`src/rtl/fetch_unit.sv`:
```
// ============================================================================
// fetch_unit
// Program-counter / fetch sequencer for the 9-bit core.
//
// Drives ProgCtr into the instruction ROM. It picks the next PC from the
// decoded control of the instruction currently on the ROM output: fall through
// to PC+1, branch to an entry of a small loadable target LUT, or halt. It also
// runs the Start/Done handshake and counts retired instructions.
//
// Ports
//   Clk           in   clock, rising edge
//   Reset         in   asynchronous, active-low reset
//   Start         in   launch a program (sampled in IDLE/HALT)
//   Stall         in   freeze fetch for this cycle while running
//   JumpEqual     in   decoded je
//   JumpNotEqual  in   decoded jne
//   EqFlag        in   ALU equal flag for the current instruction
//   TargSel       in   target LUT index for je/jne
//   Ack           in   decoded halt instruction
//   LutWrEn       in   target LUT write enable
//   LutWrAddr     in   target LUT write index
//   LutWrData     in   target LUT write data (absolute target)
//   ProgCtr       out  instruction ROM address
//   InstrValid    out  high while running (ROM output is a live instruction)
//   Done          out  high while halted
//   InstrCount    out  retired instructions since the last Start (saturating)
// ============================================================================
module fetch_unit #(
    parameter int unsigned PC_W       = 10,
    parameter int unsigned START_ADDR = 0,
    parameter int unsigned CNT_W      = 16
) (
    input  logic              Clk,
    input  logic              Reset,
    input  logic              Start,
    input  logic              Stall,
    input  logic              JumpEqual,
    input  logic              JumpNotEqual,
    input  logic              EqFlag,
    input  logic [1:0]        TargSel,
    input  logic              Ack,
    input  logic              LutWrEn,
    input  logic [1:0]        LutWrAddr,
    input  logic [PC_W-1:0]   LutWrData,
    output logic [PC_W-1:0]   ProgCtr,
    output logic              InstrValid,
    output logic              Done,
    output logic [CNT_W-1:0]  InstrCount
);

    localparam int unsigned LUT_DEPTH = 4;

    typedef enum logic [1:0] {
        ST_IDLE = 2'd0,
        ST_RUN  = 2'd1,
        ST_HALT = 2'd2
    } state_e;

    state_e             state_q;
    logic [PC_W-1:0]    pc_q;
    logic               valid_q;
    logic               done_q;
    logic [CNT_W-1:0]   cnt_q;
    logic [PC_W-1:0]    lut_q [LUT_DEPTH];

    logic               taken_c;
    logic [PC_W-1:0]    pc_inc_c;
    logic [PC_W-1:0]    target_c;
    logic [CNT_W-1:0]   cnt_inc_c;
    logic [PC_W-1:0]    start_pc_c;

    // Branch decision; je and jne together form an unconditional jump.
    assign taken_c    = (JumpEqual & EqFlag) | (JumpNotEqual & ~EqFlag);

    // Read-before-write: the target comes from the registered LUT, so a write
    // landing on the same edge is not yet visible to this branch.
    assign target_c   = lut_q[TargSel];

    // Sequential fetch wraps naturally at 2**PC_W.
    assign pc_inc_c   = pc_q + PC_W'(1);

    // Retired count saturates at all-ones.
    assign cnt_inc_c  = (cnt_q == {CNT_W{1'b1}}) ? cnt_q : cnt_q + CNT_W'(1);

    assign start_pc_c = PC_W'(START_ADDR);

    // Fetch FSM, PC, counter, handshake outputs and target LUT.
    always_ff @(posedge Clk or negedge Reset) begin
        if (!Reset) begin
            state_q <= ST_IDLE;
            pc_q    <= '0;
            valid_q <= 1'b0;
            done_q  <= 1'b0;
            cnt_q   <= '0;
            for (int i = 0; i < int'(LUT_DEPTH); i++) begin
                lut_q[i] <= '0;
            end
        end else begin
            if (LutWrEn) begin
                lut_q[LutWrAddr] <= LutWrData;
            end

            case (state_q)
                ST_IDLE, ST_HALT: begin
                    if (Start) begin
                        state_q <= ST_RUN;
                        pc_q    <= start_pc_c;
                        cnt_q   <= '0;
                        valid_q <= 1'b1;
                        done_q  <= 1'b0;
                    end
                end

                ST_RUN: begin
                    // A stalled cycle retires nothing and ignores all control.
                    if (!Stall) begin
                        cnt_q <= cnt_inc_c;
                        if (Ack) begin
                            // Halt keeps the halt address on ProgCtr.
                            state_q <= ST_HALT;
                            valid_q <= 1'b0;
                            done_q  <= 1'b1;
                        end else if (taken_c) begin
                            pc_q <= target_c;
                        end else begin
                            pc_q <= pc_inc_c;
                        end
                    end
                end

                default: begin
                    state_q <= ST_IDLE;
                    valid_q <= 1'b0;
                    done_q  <= 1'b0;
                end
            endcase
        end
    end

    assign ProgCtr    = pc_q;
    assign InstrValid = valid_q;
    assign Done       = done_q;
    assign InstrCount = cnt_q;

endmodule

```
`config.mk`:
```
export PLATFORM = sky130hd
export DESIGN_NAME = fetch_unit
export DESIGN_NICKNAME = d
export VERILOG_FILES = /design/src/rtl/fetch_unit.sv
export SDC_FILE = /design/constraint.sdc
export NUM_CORES = 1
export LEC_CHECK = 0
export BUFFER_PORTS_ARGS = -buffer_cell sky130_fd_sc_hd__buf_2
export CORE_ASPECT_RATIO = 1.25
export CORE_MARGIN = 10
export CORE_UTILIZATION = 25
export CTS_BUF_LIST = sky130_fd_sc_hd__clkbuf_8
export DETAILED_ROUTE_END_ITERATION = 7
export RECOVER_POWER = 25
export SLEW_MARGIN = 20
export SYNTH_ARGS = -nofsm -noshare
export SYNTH_HDL_FRONTEND = slang
export SYNTH_SLANG_ARGS = --single-unit
```
`constraint.sdc`:
```
create_clock -name Clk -period 2.25 [get_ports Clk]
set_clock_uncertainty 0.05 [all_clocks]
set_input_delay 0.675 -clock Clk [delete_from_list [all_inputs] [get_ports Clk]]
set_output_delay 0.675 -clock Clk [all_outputs]
set_load 0.05 [all_outputs]
```
# After elaboration in Yosys (flattened, before gate mapping)
# Cells that the tools add are included.
word_totals:
  ff_bits: 70
  input_bits: 23
  out_inout_bits: 28
  word_cells: 62
op_classes:
  add_sub_neg: 2
  n_lt_le_gt_ge: 3
  eq_ne: 8
  n_mux: 27
  bitwise_logic: 6
  n_reduce_logical: 7
op_table:
  columns: ["op", "count"]
  rows:
  - ["10-bit two-way mux", 7]
  - ["16-bit two-way mux", 3]
  - ["40-bit bitwise mux", 1]
  - ["16-bit case mux with 2 select lines", 1]
  - ["10-bit binary-select mux with 2-bit select", 1]
  - ["10-bit demux with 2-bit select", 1]
  - ["10-bit case mux with 2 select lines", 1]
  - ["16-bit by 1-bit adder with 16-bit output, second input constant", 1]
  - ["16-bit equality test, second input constant", 1]
  - ["10-bit by 1-bit adder with 10-bit output, second input constant", 1]
  - ["2-bit != test, second input constant", 5]
  - ["4-bit AND reduction", 2]
  - ["3-bit >= comparator, second input constant", 2]
  - ["1-bit two-way mux", 6]
  - ["2-bit two-way mux", 3]
  - ["2-bit NOT with 3-bit output", 2]
  - ["1-bit case mux with 2 select lines", 2]
  - ["2-bit case mux with 2 select lines", 1]
  - ["3-bit by 1-bit less-than comparator with 1-bit output, second input constant", 1]
  - ["3-bit AND reduction", 1]
  - ["1-bit AND", 2]
  - ["2-bit by 1-bit equality test with 1-bit output, second input constant", 1]
  - ["2-bit equality test, second input constant", 1]
  - ["2-bit zero test", 1]
  - ["5 further kinds", 5]

# Longest topological paths before layout
# Gate-level depths: netlist of run 1.
depth:
  depth_word: 8
  ltp_mapped: 6
  depth_no_buf: 5

# Least setup slack after synthesis of run 1
# Ideal clock, no wire load.
synth_path:
  path_kind: "reg-to-reg"
  from: "register state_q[1]"
  to: "register cnt_q[0] (netlist: InstrCount[0])"
  setup_ns: 0.125
  arrival_time_ns: 1.879
  required_ns: 2.075
  setup_slack_ns: 0.197
  stages_incl_launch_ff: 6
  n_path_buf: 1
  period_less_slack_ns: 2.053
  cell_sequence: "dfrtp_1 -> or3b_1 -> and2_4 -> buf_6 -> a21oi_1 -> mux2_2"
synth_between:
  elab_chain_len: 4
  word_cells_on_any_way: 10
  classes_between: "eq/ne (5); mux (1); reduce/logical (4)"
synth_rtl:
  columns: ["item", "line", "source"]
  rows:
  - ["from (decl)", "59", "state_e state_q;"]
  - ["from (signal assigned)", "90", "state_q <= ST_IDLE;"]
  - ["from (signal assigned)", "106", "state_q <= ST_RUN;"]
  - ["from (signal assigned)", "120", "state_q <= ST_HALT;"]
  - ["2-bit equality test / 2-bit zero test (equally long branches)", "103", "case (state_q)"]
  - ["2-bit OR reduction", "103", null]
  - ["2-bit != test (no line) / 2-bit nonzero test (equally long branches)", null, null]
  - ["4-bit AND reduction (no line)", null, null]
  - ["to (signal assigned)", "117", "cnt_q <= cnt_inc_c;"]
  - ["to (decl)", "63", "logic [CNT_W-1:0] cnt_q;"]
# Parallel ways exist; a longest one is shown, timed or not.
# A chain may end at the register's enable or synchronous reset.

# Final worst setup path of run 1
layout_path:
  from: "register cnt_q[2] (netlist: InstrCount[2])"
  to: "register cnt_q[15] (netlist: InstrCount[15])"
layout_between:
  elab_chain_len: 4
  word_cells_on_any_way: 7
  classes_between: "add/sub (1); eq/ne (2); mux (3); reduce/logical (1)"
layout_rtl:
  columns: ["item", "line", "source"]
  rows:
  - ["16-bit by 1-bit adder with 16-bit output", "83", "assign cnt_inc_c = (cnt_q == {CNT_W{1'b1}}) ? cnt_q : cnt_q + CNT_W'(1);"]
  - ["16-bit two-way mux", "83", null]
  - ["16-bit two-way mux", "116", "if (!Stall) begin"]
  - ["16-bit case mux with 2 select lines", "103", null]
# Parallel ways exist; a longest one is shown, timed or not. The select of a mux whose other input is x is not followed.

==> impl_metrics.ini, run 1 <==
[outcome]
status = complete, no violations

[worst_setup_path]
worstSetupEndpointType = register
crit_fanout = 8
critPathKind = reg -> reg
startpoint_type = register
required_ps = 2420
arrival_ps = 2140

[global_route]
grt_pass1_wl_um = 14620
grt_max_degree = 64
track_usage_pct = 9.202
grt_pass1_vias = 2799
grt_overflow = 0
antenna_found_initial = 0

[route]
route.detailed.drc = 0
firstDrtPassIters = 4
drt_iter0_markers = 264
final_antenna_net_count = 0
drt-met1-wl_um = 3858
route.met3.wl_um = 643
met2_length_um = 4068
viasPerCell = 4.993
num_vias = 2671
wire_per_inst_um = 16.32
top_layer = met4
routed_wl_um = 8733

[placement]
place_worst_setup_slack_ps = 76.33
placed_cell_area_mm2 = 0.004004
globalplace.congestion = 0.8323
hpwl_um = 6396
io_buffer_count = 50
place_inst = 519

[floorplanning]
start_util_pct = 25.45
dieWidth_um = 125.8
rows = 48
die_h_um = 152.3
die_area_mm2 = 0.01917
ioPinCount = 51
coreArea_mm2 = 0.01375

[yosys]
yosys_warnings = 0
syn_inst = 297
synth-edff-count = 0
synth-main-ff-cell = dfrtp_1
yosysSeqAreaShare_pct = 49.32
synth_nets = 322
synthAdderAreaFrac_pct = 0.7148
synth_area_leaders = dfrtp_1 (49%), mux2_2 (14%), mux4_2 (6.4%)
synth_xor_area_share_pct = 0
ys_types = 48
synth-seq-cells = 69
syn-cell-area_mm2 = 0.003501
synth-compound-area-share_pct = 13.08
synth_top_area_share_pct = 49.32
yosys.area.top_type = dfrtp_1
synth.area.mux_share_pct = 20.80
synth_area_per_cell_um2 = 11.79
synth-simple-area-share_pct = 13.80
synth_top_family_by_area = multiplexers
ys_async_sr_fraction_pct = 100.0

[power]
power_density_mw_per_mm2 = 966.6
p_leak_nw = 1.811
ir_worst_vdd_v = 0.0003601

[cts]
cts_root_buf = clkbuf_8
postCtsSetupRepairBufs = 0
h-tree-depth = 3
clkTransAtPathRegs_ps = 80
cts_resized = 0
clk_latency_ps = 350
ctsHoldBuffers = 0
cts.path.max_buffers = 2
cts_sinks = 69
cts_buffers = 9
cts_tree = done

[timing]
hold_ws_ps = 156.5
max_freq_mhz = 508.2
setup_slack_ps = 282.3
min_period_over_period_pct = 87.45
hold_violations = 0
timing.final.crit_period_ps = 1968
slew_viol_final = 0
setup_viol = 0
slew_headroom_pct = 41.73
worstMarginPinSlew_ps = 874.0
rsz0062_at_grt = no
tns_ps = 0

[cells_and_area]
drive_gt1_share_pct = 36.39
fin_area_mm2 = 0.004213
layout.nets = 380
antenna_cells = 0
syn_to_final_growth_pct = 20.34
final_cells = 535

[run]
cap_viol_max_count = 0

[hold_path]
min_path_type = in -> async
per-stage QoR:
step                util [%]  power, mW
floorplan                  -      2.582
global placement       29.11      2.944
detailed placement     29.11      2.981
global route           30.63      4.310
CTS                    30.73      4.125
finish                 30.63      4.072
report_power, final:
part	leakage, nW	switching [mW]	internal [mW]
clock	0.110	0.494	0.629
combinational	0.833	0.780	0.514
sequential	0.868	0.191	1.46
total	1.81	1.46	2.61
Yosys cell counts, types with 3 or more instances:
library cell,count
clkbuf_1,11
nor3_1,7
inv_1,5
mux4_2,10
and3_1,4
a22o_1,10
nand4_1,3
o21ai_0,11
a21oi_1,13
mux2_2,42
nor2_1,15
a221o_1,3
nand2b_1,4
o211ai_1,4
nand2_1,17
o2bb2ai_1,5
dfrtp_1,69
o221ai_1,3
nand3b_1,4
o22ai_1,4
and4_1,3
nor4_1,4
nand3_1,12
mux2i_1,3
a22oi_1,3
final timing paths:
kind,from,to,slack [ps],cells past startpoint
worst max-delay path,InstrCount[2],InstrCount[15],280,4
worst min-delay path,Reset,InstrCount[7],160,1
worst max register to register,InstrCount[2],InstrCount[15],280,4
worst min register to register,lut_q[11],lut_q[11],460,1
max in group asynchronous,Reset,ProgCtr[4],760,2
min in group Clk,lut_q[11],lut_q[11],460,1
cell type report:
class / count / area (um^2)
clock buffers: 9 / 123.9
clock inverters: 7 / 98.84
fillers: 1387 / 9540
inverters: 5 / 18.77
multi-input cells: 209 / 1694
flip-flops and latches: 69 / 1727
well taps: 175 / 219.0
repair buffers: 61 / 331.6
registers in the layout, indices dropped and copies added, names as in the netlist:
register	flops
InstrCount	16
InstrValid	1
ProgCtr	10
lut_q	40
state_q	2
worst max-delay path, cell delays in order (launching register included):
cell and delay, ps:
dfrtp_1 470, nand4_1 260, or3_1 430, a2111oi_0 490, a211oi_1 140
placed cells by master, fill, tap and decap left out, types with 3 or more instances in the layout:
master / count
nand4_1: 3
inv_1: 5
nand2_1: 17
nor4_1: 4
nor3_1: 7
and3_1: 4
nand3_1: 12
a22oi_1: 3
mux4_2: 10
o221ai_1: 3
a21oi_1: 13
a22o_1: 10
mux2_2: 42
a221o_1: 3
o211ai_1: 4
o21ai_0: 11
buf_2: 49
o22ai_1: 4
mux2i_1: 3
nor2_1: 15
clkbuf_8: 9
and4_1: 3
nand3b_1: 4
nand2b_1: 4
buf_4: 10
dfrtp_1: 69
o2bb2ai_1: 5
routing by layer:
layer | vias to the layer above | GRT usage, %
met3 | 15 | 3.585
met1 | 1319 | 11.00
met2 | 85 | 14.56
met4 | 0 | 3.476
met5 | - | 0
li1 | 1252 | -
kinds of logic after synthesis:
family | count (synthesis)
simple gates | 89
mux | 55
fa+ha+maj | 2
compound gates | 63
flops | 69
buf+inv | 19
Power figures use the tool's default switching activity.
==> inputs of run 2 (changes only) <==
Clock period 2.25 ns to 2 ns, I/O delays scaled along.
==> impl_metrics.ini, run 2 (synthesis gave the netlist of run 1 again) <==
[floorplanning]
rows = 48
die_area_mm2 = 0.01917
coreArea_mm2 = 0.01375
ioPinCount = 51
die_h_um = 152.3
start_util_pct = 25.45
dieWidth_um = 125.8

[route]
viasPerCell = 5.092
firstDrtPassIters = 4
wire_per_inst_um = 16.48
final_antenna_net_count = 0
routed_wl_um = 8931
drt_iter0_markers = 251
route.detailed.drc = 0
num_vias = 2760

[cells_and_area]
nFillCells = 1399
final_common_cell = dfrtp_1
largest_reg_flops = 40
final_cell_mix = dfrtp_1 (66), buf_2 (49), mux2_2 (42), nand2_1 (17), buf_4 (16)
regMostFlops = lut_q
drive_gt1_share_pct = 38.15
utilization_pct = 31.24
syn_to_final_growth_pct = 22.73
antenna_cells = 0
layout.nets = 388

[worst_setup_path]
crit_start = state_q[1]
worstSetupEndpointType = register
required_ps = 2200
startpoint_type = register
crit_fanout = 13
arrival_ps = 2090
r2r_start = state_q[1]
critPathKind = reg -> reg

[cts]
clk_latency_ps = 350
ctsHoldBuffers = 0
clkTransAtPathRegs_ps = 70
h-tree-depth = 3
postCtsSetupRepairBufs = 0
cts_buffers = 9
cts_tree = done
cts_sinks = 69
cts_resized = 0
cts.path.max_buffers = 2
cts_root_buf = clkbuf_8

[placement]
globalplace.congestion = 0.8501
hpwl_um = 6647
io_buffer_count = 50
place_worst_setup_slack_ps = -93.87

[power]
p_leak_nw = 1.853
ir_worst_vdd_v = 0.0006448
power_density_mw_per_mm2 = 1093

[timing]
max_freq_mhz = 529.5
setup_viol = 0
slew_headroom_pct = 18.35
rsz0062_at_grt = no
hold_violations = 0
timing.final.crit_period_ps = 1889
setup_slack_ps = 111.4
min_period_over_period_pct = 94.43
worstMarginPinSlew_ps = 1225
slew_viol_final = 0

[global_route]
track_usage_pct = 9.424
grt_pass1_wl_um = 14960
grt_overflow = 0
antenna_found_initial = 1
grt_pass1_vias = 2831
grt_max_degree = 51

[run]
cap_viol_max_count = 0

[outcome]
status = complete, no violations

[hold_path]
hold_start = lut_q[15]
min_path_type = reg -> reg
[run 2: cell count changes in the layout (fill, tap and decap cells not counted), sizes merged]
| cell | previous run | this run |
|---|---|---|
| clkbuf | 11 | 12 |
| bufinv | 2 | 3 |
| clkinvlp | 1 | 0 |
| inv | 6 | 5 |
| buf | 59 | 66 |
[run 2: per-layer routing]
layer  part of all wire (%)  global-route usage [%]  up-vias  wire, um
met2                     50                   15.98       82      4492
met3                    6.4                   3.307       19       568
li1                       -                       -     1267         -
met1                     42                   10.77     1390      3717
met5                   0.15                       0        -        13
met4                    1.6                   3.096        2       140
[run 2: critical path: stages (launching register included)]
cell and delay (ps):
dfrtp_2 450, or4b_1 620, buf_4 220, nor2_1 180
a21oi_1 90, o22ai_1 180
[run 2: metrics by stage]
| stage | cells | TNS (ps) | area [um^2] | total power, mW | hold slack [ps] |
|---|---|---|---|---|---|
| after floorplan | 297 | 0 | 3505 | 2.909 | 254.4 |
| after global placement | 527 | -173.8 | 4080 | 3.355 | 431.9 |
| after detailed placement | 527 | -468.1 | 4080 | 3.386 | 440.1 |
| after CTS | 542 | 0 | 4317 | 4.752 | 199.3 |
| after global routing | 542 | 0 | 4297 | 4.961 | 469.6 |
| final | 542 | 0 | 4297 | 4.698 | 455.5 |
[run 2: final cells by class]
class	instances	area, um^2	area share, %
clock buffer	9	123.9	2.883
tap	175	219.0	5.096
timing repair buffer	69	397.9	9.260
sequential	69	1730	40.27
multi-input combinational	209	1694	39.43
clock inverter	6	112.6	2.621
inverter	5	18.77	0.4368
[run 2: where the power goes]
part	switching [mW]	internal (mW)
Sequential	0.214	1.65
Clock	0.528	0.823
Combinational	0.879	0.601
Total	1.62	3.08
[run 2: worst paths after layout]
path	cells after the start	slack [ps]	end
worst min-delay path	1	460	lut_q[15]
worst max register to register	5	110	ProgCtr[4]
worst min register to register	1	460	lut_q[15]
max in group asynchronous	2	520	InstrCount[1]
worst max-delay path	5	110	ProgCtr[4]
min in group asynchronous	2	500	InstrCount[13]
==> inputs of run 3 (changes only) <==
Clock period 2 ns to 2.05 ns, I/O delays scaled along.
==> impl_metrics.ini, run 3 (synthesis gave the netlist of run 1 again) <==
[cts]
cts_tree = done
h-tree-depth = 3
cts.path.max_buffers = 2
ctsHoldBuffers = 0
clk_latency_ps = 350
clkTransAtPathRegs_ps = 80
cts_root_buf = clkbuf_8
cts_sinks = 69
cts_resized = 0
cts_buffers = 9
postCtsSetupRepairBufs = 0

[floorplanning]
coreArea_mm2 = 0.01375
rows = 48
die_area_mm2 = 0.01917
dieWidth_um = 125.8
ioPinCount = 51
die_h_um = 152.3
start_util_pct = 25.45

[timing]
slew_headroom_pct = 40.74
slew_viol_final = 0
setup_viol = 0
rsz0062_at_grt = no
setup_slack_ps = 177.8
min_period_over_period_pct = 91.33
tns_ps = 0
max_freq_mhz = 534.1
hold_violations = 0
worstMarginPinSlew_ps = 888.9
timing.final.crit_period_ps = 1872

[global_route]
met3_usage_pct = 3.272
grt_overflow = 0
grt_max_degree = 64
grt_pass1_wl_um = 14620
track_usage_pct = 9.320
grt_pass1_vias = 2791
gr-max-usage-layer = met2
use_met2_pct = 15.46
grtUsageMet1_pct = 11.01
antenna_found_initial = 0

[route]
num_vias = 2717
routed_wl_um = 8955
viasPerCell = 4.994
wire_per_inst_um = 16.46
firstDrtPassIters = 4
final_antenna_net_count = 0
route.detailed.drc = 0
drt_iter0_markers = 306

[cells_and_area]
syn_to_final_growth_pct = 21.62
regMostFlops = lut_q
final_cell_mix = dfrtp_1 (68), buf_2 (49), mux2_2 (42), buf_4 (18), nand2_1 (17)
nFillCells = 1415
fin_area_mm2 = 0.004258
largest_reg_flops = 40
drive_gt1_share_pct = 38.21
final_common_cell = dfrtp_1
final_cells = 544
antenna_cells = 0
layout.nets = 389

[placement]
globalplace.congestion = 0.8568
place_inst = 528
placed_cell_area_mm2 = 0.004085
io_buffer_count = 50
hpwl_um = 6545
place_worst_setup_slack_ps = -44.61

[worst_setup_path]
crit_fanout = 9
required_ps = 2220
arrival_ps = 2050
startpoint_type = register
reg2reg_depth = 4
worstSetupEndpointType = register
critPathKind = reg -> reg
r2r_start = state_q[1]
crit_start = state_q[1]
r2r_slack_ps = 180

[power]
power_density_mw_per_mm2 = 1024
p_leak_nw = 1.839
ir_worst_vdd_v = 0.0005285

[hold_path]
min_path_type = in -> async

[run]
cap_viol_max_count = 0

[outcome]
status = complete, no violations
[run 3: changes by cell type in the layout (fill, tap and decap cells not counted)]
cell,change
clkbuf_1,-1
clkinvlp_4,+1
dfrtp_2,-2
buf_4,+2
clkbuf_4,+1
bufinv_16,-3
inv_6,+4
clkinv_4,-1
inv_8,+1
clkinv_2,-1
dfrtp_1,+2
clkbuf_2,-1
[run 3: stage by stage]
step | total power [mW] | hold WS, ps | utilization, %
after floorplan | 2.835 | 269.4 | -
after global placement | 3.294 | 418.3 | 29.70
after detailed placement | 3.337 | 421.9 | 29.70
after CTS | 4.416 | 32.45 | 31.06
after global routing | 4.629 | 101.8 | 30.96
final | 4.362 | 89.22 | 30.96
[run 3: worst paths after layout]
check,end
worst max-delay path,InstrCount[15]
worst min-delay path,InstrCount[2]
worst max register to register,InstrCount[15]
worst min register to register,lut_q[14]
max in group asynchronous,state_q[1]
min in group Clk,lut_q[14]
[run 3: metal layers]
layer	routed length [um]	part of all wire [%]
met5	0	0
met4	111	1.2
met3	694	7.7
met2	4430	49
met1	3718	42
[run 3: final cells by class]
| cell class | count | area (um^2) | share of cell area (%) |
|---|---|---|---|
| timing repair buffer | 70 | 411.6 | 9.668 |
| inverter | 5 | 18.77 | 0.4408 |
| clock inverter | 7 | 62.56 | 1.469 |
| multi-input combinational | 209 | 1694 | 39.79 |
| clock buffer | 9 | 123.9 | 2.909 |
| tap | 175 | 219.0 | 5.143 |
| sequential | 69 | 1728 | 40.58 |
[run 3: critical path, cell delays in order (launching register included)]
cell       delay [ps]
dfrtp_2           460
or3b_1            430
and2_4            220
a2111oi_0         440
a211oi_1          140
[run 3: where the power goes]
group / total (mW) / internal, mW / switching [mW]
clock: 1.06 / 0.466 / 0.598
combinational: 1.49 / 0.609 / 0.882
sequential: 1.81 / 1.61 / 0.199
